### src/rtl/ins_ram_ctrl.sv
// Instruction-memory controller: fixed-latency fetch port toward the cpu core
// plus a loader write port for program download into the same RAM.
module ins_ram_ctrl #(
  parameter int ADDR_W = 8,
  parameter int DATA_W = 16,
  parameter int RD_LAT = 2
) (
  input  logic              clk,
  input  logic              rst,
  input  logic              en_ram_in,
  input  logic [15:0]       addr,
  output logic [DATA_W-1:0] ins,
  output logic              en_ram_out,
  output logic              busy,
  input  logic              ld_we,
  input  logic [ADDR_W-1:0] ld_addr,
  input  logic [DATA_W-1:0] ld_data,
  output logic              oor_err
);

  typedef enum logic [1:0] {
    IDLE = 2'd0,
    WAIT = 2'd1,
    RESP = 2'd2
  } state_t;

  localparam logic [3:0] CNT_INIT = 4'(RD_LAT - 1);

  state_t            state_r, state_s;
  logic [3:0]        cnt_r, cnt_s;
  logic [ADDR_W-1:0] addr_q_r, addr_q_s;
  logic [ADDR_W-1:0] rd_addr_s;
  logic              rd_en_s;
  logic              oor_set_s;
  logic [DATA_W-1:0] mem [2**ADDR_W];

  // Next-state, latency countdown and RAM read strobe.
  always_comb begin
    state_s   = state_r;
    cnt_s     = cnt_r;
    addr_q_s  = addr_q_r;
    rd_addr_s = addr_q_r;
    rd_en_s   = 1'b0;
    oor_set_s = 1'b0;
    case (state_r)
      IDLE: begin
        if (en_ram_in) begin
          addr_q_s  = addr[ADDR_W-1:0];
          cnt_s     = CNT_INIT;
          oor_set_s = ((addr >> ADDR_W) != 16'd0);
          // Single-cycle latency reads straight from the request address.
          if (RD_LAT == 1) begin
            rd_addr_s = addr[ADDR_W-1:0];
            rd_en_s   = 1'b1;
            state_s   = RESP;
          end else begin
            state_s   = WAIT;
          end
        end else begin
          state_s = IDLE;
        end
      end
      WAIT: begin
        cnt_s = cnt_r - 4'd1;
        if (cnt_r == 4'd1) begin
          rd_en_s = 1'b1;
          state_s = RESP;
        end else begin
          state_s = WAIT;
        end
      end
      RESP: begin
        state_s = IDLE;
      end
      default: begin
        state_s = IDLE;
      end
    endcase
  end

  // State, registered outputs and the read-first RAM read port.
  always_ff @(posedge clk or posedge rst) begin
    if (rst) begin
      state_r    <= IDLE;
      cnt_r      <= 4'd0;
      addr_q_r   <= {ADDR_W{1'b0}};
      ins        <= {DATA_W{1'b0}};
      en_ram_out <= 1'b0;
      busy       <= 1'b0;
      oor_err    <= 1'b0;
    end else begin
      state_r    <= state_s;
      cnt_r      <= cnt_s;
      addr_q_r   <= addr_q_s;
      en_ram_out <= (state_s == RESP);
      busy       <= (state_s != IDLE);
      if (rd_en_s) begin
        ins <= mem[rd_addr_s];
      end
      if (oor_set_s) begin
        oor_err <= 1'b1;
      end
    end
  end

  // Loader write port; RAM contents survive reset.
  always_ff @(posedge clk) begin
    if (ld_we && !rst) begin
      mem[ld_addr] <= ld_data;
    end
  end

endmodule
### config.mk
export PLATFORM = sky130hd
export DESIGN_NAME = ins_ram_ctrl
export DESIGN_NICKNAME = d
export VERILOG_FILES = /design/src/rtl/ins_ram_ctrl.sv
export SDC_FILE = /design/constraint.sdc
export NUM_CORES = 2
export LEC_CHECK = 0
export ABC_AREA = 1
export BUFFER_PORTS_ARGS = -buffer_cell sky130_fd_sc_hd__buf_4
export CAP_MARGIN = 20
export CORE_UTILIZATION = 50
export CTS_BUF_LIST = sky130_fd_sc_hd__clkbuf_16
export CTS_CLUSTER_DIAMETER = 60
export DETAILED_ROUTE_END_ITERATION = 6
export PLACE_DENSITY = 0.68
export SLEW_MARGIN = 20
export SYNTH_ARGS = -nofsm -noshare
export SYNTH_HDL_FRONTEND = slang
export SYNTH_SLANG_ARGS = --single-unit
### constraint.sdc
create_clock -name clk -period 2.32 [get_ports clk]
set_clock_uncertainty 0.1 [all_clocks]
set_input_delay 0.696 -clock clk [delete_from_list [all_inputs] [get_ports clk]]
set_output_delay 0.696 -clock clk [all_outputs]
set_load 0.01 [all_outputs]
### Yosys cells after proc, flatten, opt, wreduce, memory -nomap -nowiden

Memories as Yosys holds them, arrays and structs flattened. A register that Yosys moved wholly into a read port is not among the register bits.
Index checks and enable logic that the tools add are counted.

* bits in registers: 17
* bits in writable memories: 4096
* output and inout bits: 19
* logic and storage cells: 31
* memories: 1

* add/subtract/negate cells: 1
* eq/ne operators: 4
* mux-type cells: 11
* reduce and logical (&&, ||, !) cells: 8

Memories
* mem: depth 256, bits a word 16, rd ports 1, clocked after memory_dff 1, write ports 1, RTL line 35 `logic [DATA_W-1:0] mem [2**ADDR_W];`

Operators by type and width (number)
* $reduce_bool 16->1: 1
* $pmux 4 s2: 1
* $mux 1: 7
* $eq 4x1->1 const B: 1
* $mux 4: 1
* $pmux 2 s2: 1
* $reduce_and 2->1: 2
* $reduce_bool 2->1: 2
* $sub 4x1->4 const B: 1
* $eq 2x1->1 const B: 1
* $eq 2x2->1 const B: 1
* $logic_not 2->1: 1
* $mux 2: 1
* $ne 2x2->1 const B: 1
* $logic_and 1x1->1: 1
* $logic_not 1->1: 1

### Logic depth before layout (Yosys ltp)

* word-level depth: 4
* depth in mapped cells: 15
* depth with buffers taken out: 11

### Least setup slack after synthesis

OpenSTA, ideal clock, no wires.

* kind: input -> register
* start: input ld_we
* end: memory mem[201][0], enable pin
* setup time: 0.388 ns
* data arrival time: 2.290 ns
* setup slack: -0.459 ns
* stages on the path: 6
* buffers on the path: 2
* path through: inv_1 > nor2_1 > clkbuf_1 > nand3_1 > clkbuf_1 > nor2_1

* cells in the longest elaborated chain, start to end: 3

RTL lines
* start, declared: RTL line 15 `input logic ld_we,`
* $logic_and 1x1->1: RTL line 108 `if (ld_we && !rst) begin`
* $mux 1: RTL line 108
* $mux 1 (implied by the code): RTL line 109 `mem[ld_addr] <= ld_data;`
* end, declared: RTL line 35

No other way between the ends.

==> impl_metrics.csv <==
group,metric,value,unit
floorplanning,die_x,579,um
floorplanning,dieHeight,579,um
global_routing,antenna_found_initial,17,
synth,synth.top_cell.area_share,0.739,
synth,synthSimpleGateAreaFrac,0.224,
floorplanning,die_area,335000,sq um
status,violations,"setup timing",
clocking,clock_tree.buffer_depth,4,
global_routing,grt_pass1_vias,108000,
synth,synth_compound_area_frac,0.000414,
worst_setup_path,cp_max_fo,24,
place,dpl_worst_slack,-0.804,ns
worst_setup_path,path_class,"flip-flop to flip-flop",
routing,wl_met2,227,mm
synth,synthMuxAreaShare,0,
clocking,cts_inserted_buffers,417,
clocking,h-tree-depth,5,
synth,syn_inst,13700,
synth,yosys.area_share.xor_xnor,0.000105,
timing,rsz0062_at_grt,"true",
synth,yosys_register_bits,4129,
floorplanning,core,331000,sq um
timing,setup_violations,32,
synth,synth_fa_ha_area_frac,0.000150,
timing,min_period_over_period,1.21,
routing,drc,0,
place,gp_congestion,0.927,
worst_setup_path,end_kind,"flip-flop",
routing,wirelength,496,mm
timing,tightest_slew,0.857,ns
synth,synth_fp_nets,13700,
floorplanning,rows,211,
timing,max_slew_margin,0.429,
clocking,clock_sinks,4129,
routing,highest_layer,"met5",
routing,wl_met1,187,mm
routing,ant_nets,0,
routing,wl_met3,55.4,mm
routing,drt_iter0_drc,16000,
synth,synth_cell_type_count,24,
run,maxCapViolCount,0,
routing,wl_per_cell,25.7,um
timing,maxSlewViolCount,0,
clocking,cts.clk_slew.worst_paths,0.06,ns
cells_and_area,syn2layout_area_growth,20.9,%
routing,vias,115000,
pwr,irDropWorstVdd,0.000882,V
place,dp.final_hpwl,307,mm
worst_hold_path,min_path_type,"input port to flip-flop",
routing,dr.pass1.iters,6,
global_routing,grt_remaining_overflow,0,
synth,yosysWarnings,0,
pwr,total_power,242,mW
synth,synth_top_family_by_area,"simple AND/OR/NAND/NOR gates",
synth,yosys-top-cells-area,"edfxtp_1 74%, nand3_1 12%, nand2_1 9.4%, buf_2 1.6%, buf_4 0.72%",
floorplanning,ios,63,
clocking,cts_tree,"yes",
worst_setup_path,required,3.09,ns
pwr,p_leak,72.2,nW
synth,netlist_area,166000,sq um
cells_and_area,post-route-cell-area,201000,sq um
global_routing,grt_max_degree,73,
floorplanning,start_util,0.503,
timing,fmax,357,MHz
timing,setup_slack,-0.485,ns
routing,routed_via_density,5.94,
pwr,powerDensity,1200,nW/um^2
synth,ys_seq_area_frac,0.744,
timing,hold_viol,0,
global_routing,grt_pass1_wl,720,mm
status,outcome,"complete, but fails checks",
synth,yosys.area.top_type,"edfxtp_1",
global_routing,grt_use_total,0.292,
clocking,root_buffer,"clkbuf_16",
place,dpl_cell_area,184000,sq um
clocking,clock_latency,0.99,ns
cells_and_area,drive_gt1_frac,0.162,
timing,period_needed,2.80,ns
synth,avgSynthCellArea,12.2,sq um
worst_setup_path,cp.arrival,3.57,ns
cells_and_area,nNetsFinal,14700,
worst_setup_path,cp-start-kind,"flip-flop",
place,portBuffers,62,
==> Yosys cell counts <==
cell type and number:
dfrtp_1 33, clkinv_2 1, clkinv_1 2, buf_6 24, inv_4 1, o22ai_1 3, inv_1 45, buf_4 159
clkbuf_1 158, nor4_1 2, or2_2 1, buf_12 1, xor2_1 1, buf_2 543, xnor2_1 1, edfxtp_1 4096
ha_1 2, nand2_1 4175, nor2_1 287, inv_6 1, o21ai_0 9, a21oi_1 1, nand3_1 4086, buf_1 56
==> report_power, final <==
group	total (mW)	internal, mW	leakage (nW)	switching [mW]
Combinational	93.2	32.1	28.1	61.1
Clock	65.9	37.3	6.88	28.7
Sequential	83.1	82.4	37.2	0.755
==> final cells by class <==
type | count | area, sq um
Fill cell | 24300 | 130000
Sequential cell | 4129 | 124000
Multi-Input combinational cell | 8568 | 39800
Timing Repair Buffer | 1439 | 18200
Clock buffer | 421 | 10500
Tap cell | 4366 | 5460
Clock inverter | 338 | 2890
Inverter | 50 | 260
Timing Repair inverter | 3 | 57.6
Antenna cell | 15 | 37.5
==> flip-flops by register name, indices dropped and copies added, names as in the netlist <==
signal,flops
mem,4096
state_r,2
addr_q_r,8
busy,1
cnt_r,4
ins,16
en_ram_out,1
oor_err,1
==> path summary, 6_finish.rpt <==
| kind | start | cells past startpoint | endpoint | slack (ns) |
|---|---|---|---|---|
| worst min-delay path | addr[2] | 4 | addr_q_r[2] | 0.03 |
| worst max register to register | addr_q_r[0] | 15 | ins[1] | -0.48 |
| max in group asynchronous | rst | 5 | addr_q_r[0] | 1.31 |
| worst max-delay path | addr_q_r[0] | 15 | ins[1] | -0.48 |
| min in group asynchronous | rst | 4 | cnt_r[1] | 0.24 |
| worst min register to register | oor_err | 1 | oor_err | 0.41 |
==> cell usage in the layout (no fill, tap or decap), types with 2 or more instances in the layout <==
| cell type | Yosys | final |
|---|---|---|
| nor2_2 | 0 | 14 |
| nor2_4 | 0 | 32 |
| buf_12 | 1 | 489 |
| dlygate4sd3_1 | 0 | 17 |
| inv_6 | 1 | 6 |
| clkinv_2 | 1 | 61 |
| nand2_1 | 4175 | 4157 |
| buf_8 | 0 | 19 |
| clkinvlp_4 | 0 | 8 |
| clkinv_4 | 0 | 7 |
| clkinv_1 | 2 | 109 |
| nand3_1 | 4086 | 3738 |
| inv_1 | 45 | 130 |
| nand2_2 | 0 | 18 |
| nand3_4 | 0 | 60 |
| o21ai_0 | 9 | 9 |
| dfrtp_1 | 33 | 14 |
| inv_16 | 0 | 8 |
| bufbuf_16 | 0 | 5 |
| buf_4 | 159 | 801 |
| ha_1 | 2 | 2 |
| dfrtp_2 | 0 | 14 |
| nor4_1 | 2 | 2 |
| buf_16 | 0 | 28 |
| clkinv_16 | 0 | 13 |
| edfxtp_1 | 4096 | 4096 |
| bufinv_16 | 0 | 38 |
| dfrtp_4 | 0 | 5 |
| clkinv_8 | 0 | 5 |
| inv_8 | 0 | 5 |
| diode_2 | 0 | 15 |
| nor2_1 | 287 | 241 |
| o22ai_1 | 3 | 3 |
| clkbuf_16 | 0 | 426 |
| buf_6 | 24 | 75 |
| nand3_2 | 0 | 288 |
==> metal layers <==
layer / vias up / track usage
li1: 50800 / -
met1: 55900 / 0.402
met2: 6916 / 0.452
met3: 1130 / 0.0551
met4: 8 / 0.142
met5: - / 0
==> per-stage QoR <==
stage               cells  hold slack (ns)  setup TNS (ns)  utilization
finish              19300           0.0289           -8.99        0.608
global route        19300           0.0413           -9.77        0.608
CTS                 19300          0.00110           -9.52        0.605
detailed placement  18500            0.363         -315.58        0.556
global placement    18500            0.370         -265.31        0.556
floorplan           13700            0.387         -977.80            -
==> cell families after synthesis <==
logic type      after synthesis
simple gates               8551
flops                      4129
buf+inv                     991
compound gates               13
xor+xnor                      2
fa+ha+maj                     2
==> worst max-delay path, cell delays in order (launching register included) <==
cell and delay, ns:
dfrtp_4 0.48, buf_12 0.17, buf_16 0.19, buf_12 0.16, buf_12 0.16, nand2_1 0.06, nand3_1 0.08, nand3_1 0.14
nand3_1 0.15, nand3_1 0.27, nand3_4 0.19, nand3_1 0.13, buf_4 0.16, nand3_2 0.10, nand3_1 0.10, nand2_1 0.06
==> timing repair <==
item                                   4_1_cts  5_1_grt
gates cloned                                13        5
hold buffers                                18        0
buffers inserted                            13        8
setup endpoints to repair                   35       33
gates resized for setup                    432      123
pin swaps                                   36       28
endpoints found under the hold margin      130        0
(Power assumes the default switching activity.)
